===== src/rtl/cdb_arbiter_if.sv =====
// Requester-side handshake/payload and registered CDB broadcast for cdb_arbiter.
interface cdb_arbiter_if #(
  parameter int NUM_REQ    = 4,
  parameter int PRD_WIDTH  = 6,
  parameter int ROB_WIDTH  = 5,
  parameter int DATA_WIDTH = 32
);
  localparam int SRC_W = (NUM_REQ > 1) ? $clog2(NUM_REQ) : 1;

  logic [NUM_REQ-1:0]            req_valid;
  logic [NUM_REQ-1:0]            req_ready;
  logic [NUM_REQ*PRD_WIDTH-1:0]  req_prd;
  logic [NUM_REQ*ROB_WIDTH-1:0]  req_rob;
  logic [NUM_REQ*DATA_WIDTH-1:0] req_data;

  logic                          cdb_valid;
  logic [PRD_WIDTH-1:0]          cdb_prd;
  logic [ROB_WIDTH-1:0]          cdb_rob;
  logic [DATA_WIDTH-1:0]         cdb_data;
  logic [SRC_W-1:0]              cdb_src;

  modport slave (
    input  req_valid, req_prd, req_rob, req_data,
    output req_ready, cdb_valid, cdb_prd, cdb_rob, cdb_data, cdb_src
  );

  modport master (
    output req_valid, req_prd, req_rob, req_data,
    input  req_ready, cdb_valid, cdb_prd, cdb_rob, cdb_data, cdb_src
  );
endinterface


===== src/rtl/cdb_arbiter.sv =====
// Round-robin CDB arbiter with registered broadcast and saturating per-requester grant counters.
module cdb_arbiter #(
  parameter int NUM_REQ    = 4,
  parameter int PRD_WIDTH  = 6,
  parameter int ROB_WIDTH  = 5,
  parameter int DATA_WIDTH = 32,
  parameter int CNT_WIDTH  = 16
) (
  input  logic                         clk,
  input  logic                         rst_n,
  cdb_arbiter_if.slave                 bus,
  input  logic                         flush,
  input  logic                         cnt_clr,
  output logic [NUM_REQ*CNT_WIDTH-1:0] grant_cnt
);
  localparam int SRC_W = (NUM_REQ > 1) ? $clog2(NUM_REQ) : 1;

  logic [SRC_W-1:0]      r_ptr;
  logic                  r_valid;
  logic [PRD_WIDTH-1:0]  r_prd;
  logic [ROB_WIDTH-1:0]  r_rob;
  logic [DATA_WIDTH-1:0] r_data;
  logic [SRC_W-1:0]      r_src;

  logic [NUM_REQ-1:0]    w_ready;
  logic                  w_gnt_any;
  logic [SRC_W-1:0]      w_gnt_idx;
  logic [SRC_W-1:0]      w_ptr_nxt;

  // Scan from the pointer with modular wrap; flush suppresses every grant.
  always_comb begin
    logic [SRC_W-1:0] cand;
    w_ready   = '0;
    w_gnt_any = 1'b0;
    w_gnt_idx = '0;
    cand      = '0;
    if (!flush) begin
      for (int unsigned k = 0; k < unsigned'(NUM_REQ); k++) begin
        cand = SRC_W'((32'(r_ptr) + k) % unsigned'(NUM_REQ));
        if (!w_gnt_any && bus.req_valid[cand]) begin
          w_gnt_any     = 1'b1;
          w_gnt_idx     = cand;
          w_ready[cand] = 1'b1;
        end
      end
    end
  end

  always_comb begin
    w_ptr_nxt = '0;
    if (w_gnt_idx != SRC_W'(NUM_REQ - 1)) begin
      w_ptr_nxt = w_gnt_idx + SRC_W'(1);
    end
  end

  always_ff @(posedge clk or negedge rst_n) begin
    if (!rst_n) begin
      r_ptr   <= '0;
      r_valid <= 1'b0;
      r_prd   <= '0;
      r_rob   <= '0;
      r_data  <= '0;
      r_src   <= '0;
    end else begin
      r_valid <= w_gnt_any;
      if (w_gnt_any) begin
        r_ptr  <= w_ptr_nxt;
        r_prd  <= bus.req_prd[w_gnt_idx*PRD_WIDTH +: PRD_WIDTH];
        r_rob  <= bus.req_rob[w_gnt_idx*ROB_WIDTH +: ROB_WIDTH];
        r_data <= bus.req_data[w_gnt_idx*DATA_WIDTH +: DATA_WIDTH];
        r_src  <= w_gnt_idx;
      end
    end
  end

  for (genvar g = 0; g < NUM_REQ; g++) begin : g_cnt
    logic [CNT_WIDTH-1:0] r_cnt;

    always_ff @(posedge clk or negedge rst_n) begin
      if (!rst_n) begin
        r_cnt <= '0;
      end else if (cnt_clr) begin
        r_cnt <= '0;
      end else if (w_ready[g] && (r_cnt != '1)) begin
        r_cnt <= r_cnt + CNT_WIDTH'(1);
      end
    end

    assign grant_cnt[g*CNT_WIDTH +: CNT_WIDTH] = r_cnt;
  end

  assign bus.req_ready = w_ready;
  assign bus.cdb_valid = r_valid;
  assign bus.cdb_prd   = r_prd;
  assign bus.cdb_rob   = r_rob;
  assign bus.cdb_data  = r_data;
  assign bus.cdb_src   = r_src;
endmodule


===== src/flat_wrapper.sv =====
// flat-port wrapper written by rule: the top's interface ports become plain ports
module cdb_arbiter_flat 
#(
  parameter int NUM_REQ    = 4,
  parameter int PRD_WIDTH  = 6,
  parameter int ROB_WIDTH  = 5,
  parameter int DATA_WIDTH = 32,
  parameter int CNT_WIDTH  = 16
)
  (clk, rst_n, flush, cnt_clr, grant_cnt, bus_req_valid, bus_req_prd, bus_req_rob, bus_req_data, bus_req_ready, bus_cdb_valid, bus_cdb_prd, bus_cdb_rob, bus_cdb_data, bus_cdb_src);
  cdb_arbiter_if #(.NUM_REQ(NUM_REQ), .PRD_WIDTH(PRD_WIDTH), .ROB_WIDTH(ROB_WIDTH), .DATA_WIDTH(DATA_WIDTH)) bus_i ();
  input  logic clk;
  input  logic rst_n;
  input  logic flush;
  input  logic cnt_clr;
  output logic [NUM_REQ*CNT_WIDTH-1:0] grant_cnt;
  input wire logic [$bits(bus_i.req_valid)-1:0] bus_req_valid;
  input wire logic [$bits(bus_i.req_prd)-1:0] bus_req_prd;
  input wire logic [$bits(bus_i.req_rob)-1:0] bus_req_rob;
  input wire logic [$bits(bus_i.req_data)-1:0] bus_req_data;
  output wire logic [$bits(bus_i.req_ready)-1:0] bus_req_ready;
  output wire logic [$bits(bus_i.cdb_valid)-1:0] bus_cdb_valid;
  output wire logic [$bits(bus_i.cdb_prd)-1:0] bus_cdb_prd;
  output wire logic [$bits(bus_i.cdb_rob)-1:0] bus_cdb_rob;
  output wire logic [$bits(bus_i.cdb_data)-1:0] bus_cdb_data;
  output wire logic [$bits(bus_i.cdb_src)-1:0] bus_cdb_src;
  assign bus_i.req_valid = bus_req_valid;
  assign bus_i.req_prd = bus_req_prd;
  assign bus_i.req_rob = bus_req_rob;
  assign bus_i.req_data = bus_req_data;
  assign bus_req_ready = bus_i.req_ready;
  assign bus_cdb_valid = bus_i.cdb_valid;
  assign bus_cdb_prd = bus_i.cdb_prd;
  assign bus_cdb_rob = bus_i.cdb_rob;
  assign bus_cdb_data = bus_i.cdb_data;
  assign bus_cdb_src = bus_i.cdb_src;
  cdb_arbiter #(.NUM_REQ(NUM_REQ), .PRD_WIDTH(PRD_WIDTH), .ROB_WIDTH(ROB_WIDTH), .DATA_WIDTH(DATA_WIDTH), .CNT_WIDTH(CNT_WIDTH)) u_core (.clk(clk), .rst_n(rst_n), .bus(bus_i), .flush(flush), .cnt_clr(cnt_clr), .grant_cnt(grant_cnt));
endmodule

===== config.mk =====
export PLATFORM = sky130hd
export DESIGN_NAME = cdb_arbiter_flat
export DESIGN_NICKNAME = d
export VERILOG_FILES = /design/src/rtl/cdb_arbiter_if.sv /design/src/rtl/cdb_arbiter.sv /design/src/flat_wrapper.sv
export SDC_FILE = /design/constraint.sdc
export NUM_CORES = 1
export LEC_CHECK = 0
export BUFFER_PORTS_ARGS = -buffer_cell sky130_fd_sc_hd__buf_2
export CORE_MARGIN = 5
export CORE_UTILIZATION = 40
export DETAILED_ROUTE_END_ITERATION = 6
export GPL_ROUTABILITY_DRIVEN = 0
export GPL_TIMING_DRIVEN = 1
export PLACE_DENSITY_LB_ADDON = 0.08
export SLEW_MARGIN = 20
export SYNTH_ARGS = -nofsm -noshare
export SYNTH_HDL_FRONTEND = slang
export SYNTH_SLANG_ARGS = --single-unit

===== constraint.sdc =====
create_clock -name clk -period 3.25 [get_ports clk]
set_input_delay 0.4875 -clock clk [delete_from_list [all_inputs] [get_ports clk]]
set_output_delay 0.4875 -clock clk [all_outputs]
set_load 0.01 [all_outputs]

==> impl_results.md, run 1 <==
* Fmax achieved at 0.330 GHz
* Grt ovf at 0
* Yosys warning count at 0
* DRC viols at 0
* CTS Sinks at roughly 110
* Final setup fails at 0
* Maximum VDD drop at between 300 and 400 uV
* IO Count at approximately 290
* MaxCap Viol Count at 0
* First drt pass iteration count at 5
* Port buffer count at about 300
* DRT Wirelength at around 23000 um
* Final nets at around 1300
* WP buf/inv at 2
* Worst path top cell family by delay: compound AO/OA/AOI/OAI gates
* Worst slew margin at roughly 46%
* Startpoint Class: register
* Critical path required time at about 2.8 ns
* Die height at between 100 and 150 um
* Layout area overhead at 27.6%
* Critical path depth at 6
* Mean Syn Cell Area at between 8 and 9 um^2
* Synth async-reset ratio at 100%
* Post-layout util at between 50% and 60%
* Post-DP Area at about 9100 um^2
* Via/cell ratio at approximately 5.5
* Synth area leader: dfrtp_1
* Synthesized flop and latch total at about 110
* Initial antenna violation count at 1
* Starting Density at 40.9%
* DIE WIDTH at approximately 150 um
* Post-CTS resize count at 0
* CP Max Fanout at 8
* Clock Latency Late Sink at 0.36 ns
* P_leak at between 4 and 5 nW
* CP max stage cell: a2111oi_1
* Clk_skew at ~0.0084 ns
* R2R depth at 7
* Tcrit/Tclk final at 93.2%
* Die ar. at ~21000 um^2
* Cell area after layout at ~9400 um^2
* Worst-margin pin slew at between 0.8 and 0.9 ns
* Vias after detailed routing at between 7000 and 8000
* Sequential area share after synthesis at 37.9%
* CTS tree: built
* Post-Syn Nets at a little over 1000
* EDFF count, synth at 0
* Most common cell in the netlist: nand2_1
* Avg WL per Cell at ~17 um
* Worst path max stage delay at 0.56 ns
* FILL cells at 1710
* Worst Path Arrival at 2.54 ns
* Antenna-violating nets left at 0
* Cells after Synth at approximately 850
* Slew Viols, Final at 0
* Final Power at around 6.6 mW
* TritonCTS Buffers at 9
* Share of cells above drive strength 1 at about a third
* H-Tree Depth at 3
* Synth Cell Area at 7400 um^2
* Clk buf depth at 2
* CORE AREA at about 18000 um^2
* Most common flop cell mapped by yosys: dfrtp_1
* Fin. Hold Viols at 0
* Largest cells by area after synthesis: dfrtp_1 38%, mux2i_1 9.3%, nand2_1 6.5%
* Power Dens Cells at between 600 and 700 nW/um^2
* Synth top cells by count: 128 x nand2_1, 112 x dfrtp_1, 95 x a21oi_1
* Crit path cell chain: buf_4 > or3b_1 > a2111oi_1 > o21ai_1 > a21oi_1 > buf_2
* Worst-path clk slew at 0.08 ns
* Vias in the first global route at about 7400
* Unique masters post-synth at 61
* RSZ-0062 raised after global routing: false
* Largest net degree at the start of global routing at 59
* Row count at slightly below 50
* Setup crit end kind: primary output
* Minimum clock period at 3.03 ns
* Yosys top cell area share at around 38%
* Post-DP HPWL at roughly 17000 um
* Global-route wire length before repair at roughly 37000 um
* Total negative slack at 0 ns
* DRT iter0 DRCs at approximately 410
* Hold WC Path Type: primary input to asynchronous set/reset pin
* GRT Total Usage at approximately a fifth
* Setup CP Type: register to primary output
* CTS root buf: clkbuf_16
* Outcome: finished, final reports clean
[report_power, final]
part	internal (mW)	switching (mW)	total [mW]
combinational	1.44	2.03	3.47
sequential	1.72	0.209	1.93
clock	0.613	0.567	1.18
[path summary, 6_finish.rpt]
kind | start | end | slack [ns]
max | u_core.r_ptr[0] | bus_req_ready[0] | 0.22
min | rst_n | u_core.g_cnt[2].r_cnt[0] | 0.15
max reg2reg | u_core.r_ptr[0] | u_core.g_cnt[0].r_cnt[9] | 0.29
min reg2reg | u_core.bus.cdb_src[1] | u_core.bus.cdb_src[1] | 0.48
max in group asynchronous | rst_n | u_core.r_ptr[0] | 2.33
min in group clk | bus_req_data[98] | u_core.bus.cdb_data[2] | 0.44
[state kept, by name, indices dropped and copies added, names as in the netlist]
name / cells
u_core.g_cnt.r_cnt: 64
u_core.bus.cdb_data: 32
u_core.bus.cdb_prd: 6
u_core.bus.cdb_rob: 5
u_core.bus.cdb_src: 2
u_core.r_ptr: 2
u_core.bus.cdb_valid: 1
[stage by stage]
step | setup WS [ns] | instances | hold slack [ns]
after floorplan | 0.128 | 845 | 0.192
after global placement | 0.344 | 1337 | 0.454
after detailed placement | 0.296 | 1337 | 0.458
after CTS | 0.106 | 1353 | 0.180
after global routing | 0.0338 | 1355 | 0.202
final | 0.222 | 1355 | 0.149
[cell type report]
type / instances / area (um^2) / area share (%)
antenna: 1 / 2.50 / 0.0265
clock buffer: 10 / 229 / 2.42
clock inverter: 6 / 75.1 / 0.795
inverter: 18 / 67.6 / 0.715
multi-input combinational: 658 / 4270 / 45.2
sequential: 112 / 2800 / 29.7
tap: 229 / 287 / 3.03
timing repair buffer: 321 / 1720 / 18.2
[cell usage in the layout, fill, tap and decap left out, types with 4 or more instances in the layout]
cell type  instances
a221oi_1           4
nor3_1             6
dfrtp_1          111
o21ai_0           41
and4_1             5
o31ai_1           27
nand4_1           10
o211ai_1          24
xnor2_1            6
nand3b_1           8
buf_2            292
and3_1             6
ha_1              12
inv_1             17
nor2_1            57
nor2b_1           11
mux2i_1           69
or4_1             23
a21oi_1           94
buf_4             26
nand3_1           27
or3_1             19
mux2_2             8
nand2_1          128
clkbuf_16          9
a221oi_2          19
[timing repair]
item                       in CTS  in global routing
hold buffers                    0                  0
setup endpoints to repair       0                  1
setup buffers                   0                  1
[logic make-up after synthesis]
group / share of synthesized area (%)
compound gates: 21.9
xor+xnor: 1.06
fa+ha+maj: 2.03
buf+inv: 4.82
flops: 37.9
mux: 11.5
simple gates: 20.9
[per-layer routing]
layer / up-vias / track usage (%) / routed length (um)
met4: 0 / 6.59 / 380
met3: 23 / 4.62 / 1390
li1: 3661 / - / -
met5: - / 0 / 0
met2: 207 / 36.7 / 11600
met1: 3512 / 26.3 / 9760
No activity file was read; power rests on OpenSTA's default activity.
==> inputs of run 2 (changes only) <==
clock period = 3.9 ns   (was 3.25 ns; I/O delays follow)
==> impl_results.md, run 2 (synthesis results as in run 1) <==
* Outcome: finished, final reports clean (unchanged)
* Sequential power share at 30.2% (was 29.4%)
* Worst Path Arrival at 3.05 ns (was 2.54 ns)
* Clock Power Share at 16.9% (was 17.9%)
* Max FFs per register at 64 (unchanged)
* Comb pwr share at 52.8% (was 52.7%)
* Maximum VDD drop at 422 uV (was 393 uV)
* Port buffer count at 293 (unchanged)
* Post-DP HPWL at 16600 um (was 17100 um)
* Setup crit end kind: primary output (unchanged)
* First drt pass iteration count at 5 (unchanged)
* Largest net degree at the start of global routing at 75 (was 59)
* TritonCTS Buffers at 9 (unchanged)
* Critical path required time at 3.31 ns (was 2.76 ns)
* Final Non-Filler Cells at 1342 (was 1355)
* Critical path origin: u_core.r_ptr[1] (was u_core.r_ptr[0])
* Critical R2R Launch: u_core.r_ptr[1] (was u_core.r_ptr[0])
* Antenna diodes at 0 (was 1)
* Worst path max stage delay at 0.55 ns (was 0.56 ns)
* Minimum clock period at around 3.6 ns
* Worst-path clk slew at 0.08 ns (about the same)
* Die height at 146 um (unchanged)
* Most common cell after layout, fill and taps aside: buf_2 (unchanged)
* Worst-margin pin slew at 0.975 ns (was 0.813 ns)
* Footprint of the multi-input gates at 4270 um^2 (about the same)
* Hold WC Path Type: primary input to asynchronous set/reset pin (unchanged)
* WP buf/inv at 3 (was 2)
* Via/cell ratio at 5.46 (about the same)
* Clock Latency Late Sink at 0.35 ns (was 0.36 ns)
* CTS Hold Bufs at 0 (unchanged)
* Sequential cell area at 2800 um^2 (unchanged)
* DIE WIDTH at 146 um (unchanged)
* Largest reg by FF count: u_core.g_cnt.r_cnt (unchanged)
* IO Count at 294 (unchanged)
* Power Dens Cells at 573 nW/um^2 (was 697 nW/um^2)
* DRT iter0 DRCs at 370 (was 413)
* CTS root buf: clkbuf_16 (unchanged)
* Placed Cells incl. Taps at 1326 (was 1337)
* Clk_skew at 0.0105 ns (was 0.00841 ns)
* Share of cells above drive strength 1 at 32.9% (was 33.6%)
* Global-route wire length before repair at 37900 um (was 37500 um)
* P_leak at 4.58 nW (was 4.64 nW)
* Fin. Hold Viols at 0 (unchanged)
* Worst slew margin at 34.6% (was 45.8%)
* Crit path cell chain: inv_1 > ha_1 > mux4_2 > a21oi_1 > a21oi_1 > o21ai_4 > inv_1 > buf_2 (was buf_4 > or3b_1 > a2111oi_1 > o21ai_1 > a21oi_1 > buf_2)
* Final Power at 5.36 mW (was 6.58 mW)
* H-Tree Depth at 3 (unchanged)
* Vias after detailed routing at 7327 (was 7403)
* Clk buf depth at 2 (unchanged)
* Antenna-violating nets left at 0 (unchanged)
* Row count at 49 (unchanged)
* GRT Total Usage at 21.2% (was 21.1%)
* Setup CP Type: register to primary output (unchanged)
* Layout area overhead at 26.4% (was 27.6%)
* Final nets at 1300 (was 1312)
* NetSw at 2.33 mW (was 2.81 mW)
* CTS Sinks at 112 (unchanged)
* R2R setup slack at 0.74 ns (was 0.29 ns)
* Grt ovf at 0 (unchanged)
* Initial antenna violation count at 0 (was 1)
* Most frequent cells in the layout: 292 x buf_2, 128 x nand2_1, 111 x dfrtp_1, 94 x a21oi_1, 69 x mux2i_1 (unchanged)
* Worst path top cell family by delay: compound AO/OA/AOI/OAI gates (unchanged)
* FILL cells at 1707 (was 1710)
* Total negative slack at 0 ns (unchanged)
* Tcrit/Tclk final at slightly above 90%
* MaxCap Viol Count at 0 (unchanged)
* Startpoint Class: register (unchanged)
* CP max stage cell: o21ai_4 (was a2111oi_1)
* DRC viols at 0 (unchanged)
* Switching Share at 43.4% (was 42.6%)
* Die ar. at 21300 um^2 (unchanged)
* CTS tree: built (unchanged)
* RSZ-0062 raised after global routing: false (unchanged)
* CORE AREA at 18100 um^2 (unchanged)
* Vias in the first global route at 7294 (was 7414)
* Fmax achieved at 0.275 GHz
* DRT Wirelength at 22800 um (was 23100 um)
* Power Internal at 3.03 mW (was 3.77 mW)
* CP Max Fanout at 30 (was 8)
* Final setup fails at 0 (unchanged)
* Avg WL per Cell at 17.0 um (about the same)
* Starting Density at 40.9% (unchanged)
* Slew Viols, Final at 0 (unchanged)
## run 2: cell count changes in the layout (fill, tap and decap cells not counted), sizes merged
cell	before	now
clkinv	1	3
bufinv	1	0
inv	21	19
buf	321	309
diode	1	0
clkbuf	10	11
## run 2: path summary, 6_finish.rpt
path / depth (start not counted) / to
max in group asynchronous: 2 / u_core.bus.cdb_rob[3]
hold / removal: 1 / u_core.g_cnt[2].r_cnt[0]
setup reg to reg: 8 / u_core.g_cnt[0].r_cnt[5]
hold reg to reg: 2 / u_core.bus.cdb_src[1]
min in group clk: 2 / u_core.bus.cdb_src[1]
setup / recovery: 8 / bus_req_ready[3]
## run 2: power by group through the flow
stage | logic [mW] | registers (mW) | clock network (mW)
after detailed placement | 2.86 | 1.63 | 0
after floorplan | 1.90 | 1.75 | 0
after global placement | 2.83 | 1.64 | 0
after CTS | 2.86 | 1.62 | 0.936
after global routing | 3.15 | 1.66 | 0.985
final | 2.83 | 1.62 | 0.908
## run 2: metal layers
| layer | vias to the layer above | routed length (um) | track usage (%) |
|---|---|---|---|
| met4 | 0 | 372 | 5.64 |
| met1 | 3461 | 9810 | 27.0 |
| met3 | 23 | 1360 | 4.59 |
| met5 | - | 0 | 0 |
| met2 | 209 | 11300 | 36.6 |
| li1 | 3634 | - | - |
## run 2: through the flow
| stage | instance area (um^2) | util, % | hold WS (ns) | setup slack, ns |
|---|---|---|---|---|
| CTS | 9350 | 51.7 | 0.245 | 0.00538 |
| global route | 9350 | 51.7 | 0.274 | 0.0368 |
| detailed placement | 9060 | 50.1 | 0.463 | 0.401 |
| floorplan | 7400 | - | 0.289 | 0.517 |
| finish | 9350 | 51.7 | 0.232 | 0.269 |
| global placement | 9060 | 50.1 | 0.455 | 0.473 |
## run 2: final cells by class
cell class,count,area share (%)
Timing Repair Buffer,309,17.5
Multi-Input combinational cell,658,45.7
Clock buffer,11,2.59
Sequential cell,112,30.0
Inverter,18,0.722
Tap cell,229,3.06
Clock inverter,5,0.441
## run 2: timing repair
item / in CTS / in global routing
endpoints found under the setup margin: 0 / 1
gates resized for setup: 0 / 1
setup buffers: 0 / 0
## run 2: worst reg2reg max path: cells and delay by family, from the launching register on
kind	cells	cell delay (ns)
muxes	1	0.43
adders and majority gates	1	0.44
AOI/OAI and AO/OA	3	0.80
buffers and inverters	1	0.16
DFF	1	0.53
and+or+nand+nor	2	0.74
==> inputs of run 3 (changes only) <==
CORE_ASPECT_RATIO = 0.75   (was default)
==> impl_results.md, run 3 (synthesis results as in run 1) <==
* Outcome: finished, final reports clean (unchanged)
* Worst-margin pin slew at 0.897 ns (was 0.975 ns)
* Antenna-violating nets left at 0 (unchanged)
* Maximum VDD drop at 288 uV (was 422 uV)
* RSZ-0062 raised after global routing: false (unchanged)
* Vias in the first global route at 6867 (was 7294)
* Worst Path Arrival at 2.92 ns (was 3.05 ns)
* Worst slew margin at 40.2% (was 34.6%)
* Largest net degree at the start of global routing at 66 (was 75)
* Largest reg by FF count: u_core.g_cnt.r_cnt (unchanged)
* Initial antenna violation count at 0 (unchanged)
* Most common cell after layout, fill and taps aside: buf_2 (unchanged)
* First drt pass iteration count at 6 (was 5)
* Row count at 43 (was 49)
* Max FFs per register at 64 (unchanged)
* Vias after detailed routing at 7274 (was 7327)
* Avg WL per Cell at 16.6 um (was 17.0 um)
* WP buf/inv at 3 (unchanged)
* Fmax achieved at 0.285 GHz (was 0.275 GHz)
* Final nets at 1307 (was 1300)
* Critical path required time at 3.31 ns (about the same)
* Port buffer count at 293 (unchanged)
* Startpoint Class: register (unchanged)
* MaxCap Viol Count at 0 (unchanged)
* TritonCTS Buffers at 9 (unchanged)
* Total negative slack at 0 ns (unchanged)
* Layout area overhead at 27.8% (was 26.4%)
* Slew Viols, Final at 0 (unchanged)
* FILL cells at 1777 (was 1707)
* H-Tree Depth at 3 (unchanged)
* Die height at 128 um (was 146 um)
* Via/cell ratio at 5.32 (was 5.46)
* Grt ovf at 0 (unchanged)
* CP max stage cell: dfrtp_1 (was o21ai_4)
* Tcrit/Tclk final at 90.0% (was 93.1%)
* CTS Hold Bufs at 0 (unchanged)
* Die ar. at 21400 um^2 (was 21300 um^2)
* Final Non-Filler Cells at 1368 (was 1342)
* Minimum clock period at 3.51 ns (was 3.63 ns)
* Setup crit end kind: primary output (unchanged)
* DRT Wirelength at 22700 um (was 22800 um)
* Setup CP Type: register to primary output (unchanged)
* Post-DP HPWL at 16600 um (about the same)
* CTS root buf: clkbuf_16 (unchanged)
* CTS tree: built (unchanged)
* P_leak at 4.62 nW (was 4.58 nW)
* Hold slack at 0.346 ns (was 0.232 ns)
* Final setup fails at 0 (unchanged)
* CORE AREA at 18300 um^2 (was 18100 um^2)
* Placed Cells incl. Taps at 1351 (was 1326)
* Crit path cell chain: inv_1 > ha_1 > mux4_2 > a21oi_1 > a21oi_1 > o21ai_2 > inv_1 > buf_2 (was inv_1 > ha_1 > mux4_2 > a21oi_1 > a21oi_1 > o21ai_4 > inv_1 > buf_2)
* Post-layout util at 51.6% (was 51.7%)
* DIE WIDTH at 167 um (was 146 um)
* Clk_skew at 0.00604 ns (was 0.0105 ns)
* Clock Latency Late Sink at 0.35 ns (about the same)
* Fin. Hold Viols at 0 (unchanged)
* GRT Total Usage at 20.4% (was 21.2%)
* Worst path max stage delay at 0.53 ns (was 0.55 ns)
* DRT iter0 DRCs at 477 (was 370)
* Share of cells above drive strength 1 at 33.5% (was 32.9%)
* Worst-path clk slew at 0.08 ns (about the same)
* Starting Density at 40.3% (was 40.9%)
* Most frequent cells in the layout: 292 x buf_2, 128 x nand2_1, 111 x dfrtp_1, 94 x a21oi_1, 69 x mux2i_1 (unchanged)
* DRC viols at 0 (unchanged)
* CTS Sinks at 112 (unchanged)
* Hold WC Path Type: primary input to asynchronous set/reset pin (unchanged)
* CP Max Fanout at 13 (was 30)
* Worst path top cell family by delay: compound AO/OA/AOI/OAI gates (unchanged)
* Global-route wire length before repair at 36400 um (was 37900 um)
* Clk buf depth at 2 (unchanged)
* IO Count at 294 (unchanged)
* Power Dens Cells at 583 nW/um^2 (was 573 nW/um^2)
[run 3: cell count changes in the layout (fill, tap and decap cells not counted), moves of 2 or more]
cell / previous run / this run
buf_4: 13 / 21
bufinv_16: 0 / 2
clkinv_4: 2 / 0
clkinvlp_4: 1 / 3
o21ai_2: 0 / 2
[run 3: power breakdown]
group	total (mW)	switching, mW	internal [mW]
combinational	2.85	1.66	1.19
clock	1.03	0.458	0.571
sequential	1.63	0.191	1.44
total	5.51	2.31	3.20
[run 3: final timing paths]
kind	slack [ns]	endpoint	cells after the start	start
setup / recovery	0.39	bus_req_ready[2]	8	u_core.r_ptr[1]
hold / removal	0.35	u_core.g_cnt[3].r_cnt[6]	1	rst_n
setup reg to reg	0.61	u_core.bus.cdb_prd[0]	9	u_core.r_ptr[1]
hold reg to reg	0.48	u_core.bus.cdb_src[1]	2	u_core.bus.cdb_src[1]
max in group asynchronous	2.75	u_core.bus.cdb_valid	2	rst_n
min in group clk	0.48	u_core.bus.cdb_src[1]	2	u_core.bus.cdb_src[1]
[run 3: layer usage]
layer  global-route usage, %  wire length (um)  vias up
met3                    4.99              1310       11
li1                        -                 -     3658
met2                    32.8             10800      181
met5                       0                 0        -
met1                    28.3             10500     3424
met4                    3.80               156        0
[run 3: layout make-up]
class	count	area (um^2)	area share, %
Inverter	18	67.6	0.714
Multi-Input combinational cell	658	4270	45.1
Antenna cell	1	2.50	0.0265
Tap cell	247	309	3.27
Clock buffer	9	225	2.38
Clock inverter	7	103	1.08
Sequential cell	112	2800	29.6
Timing Repair Buffer	316	1680	17.8
[run 3: repair_timing]
item	in CTS	in global routing
hold endpoints to repair	0	0
gates resized for setup	0	1
endpoints found under the setup margin	0	1
buffers inserted	0	0
[run 3: through the flow]
stage	setup WS, ns	power (mW)	area [um^2]
floorplan	0.517	3.64	7400
global placement	0.610	4.51	9130
detailed placement	0.530	4.53	9130
CTS	0.113	5.59	9450
global route	0.147	5.93	9460
finish	0.391	5.51	9460
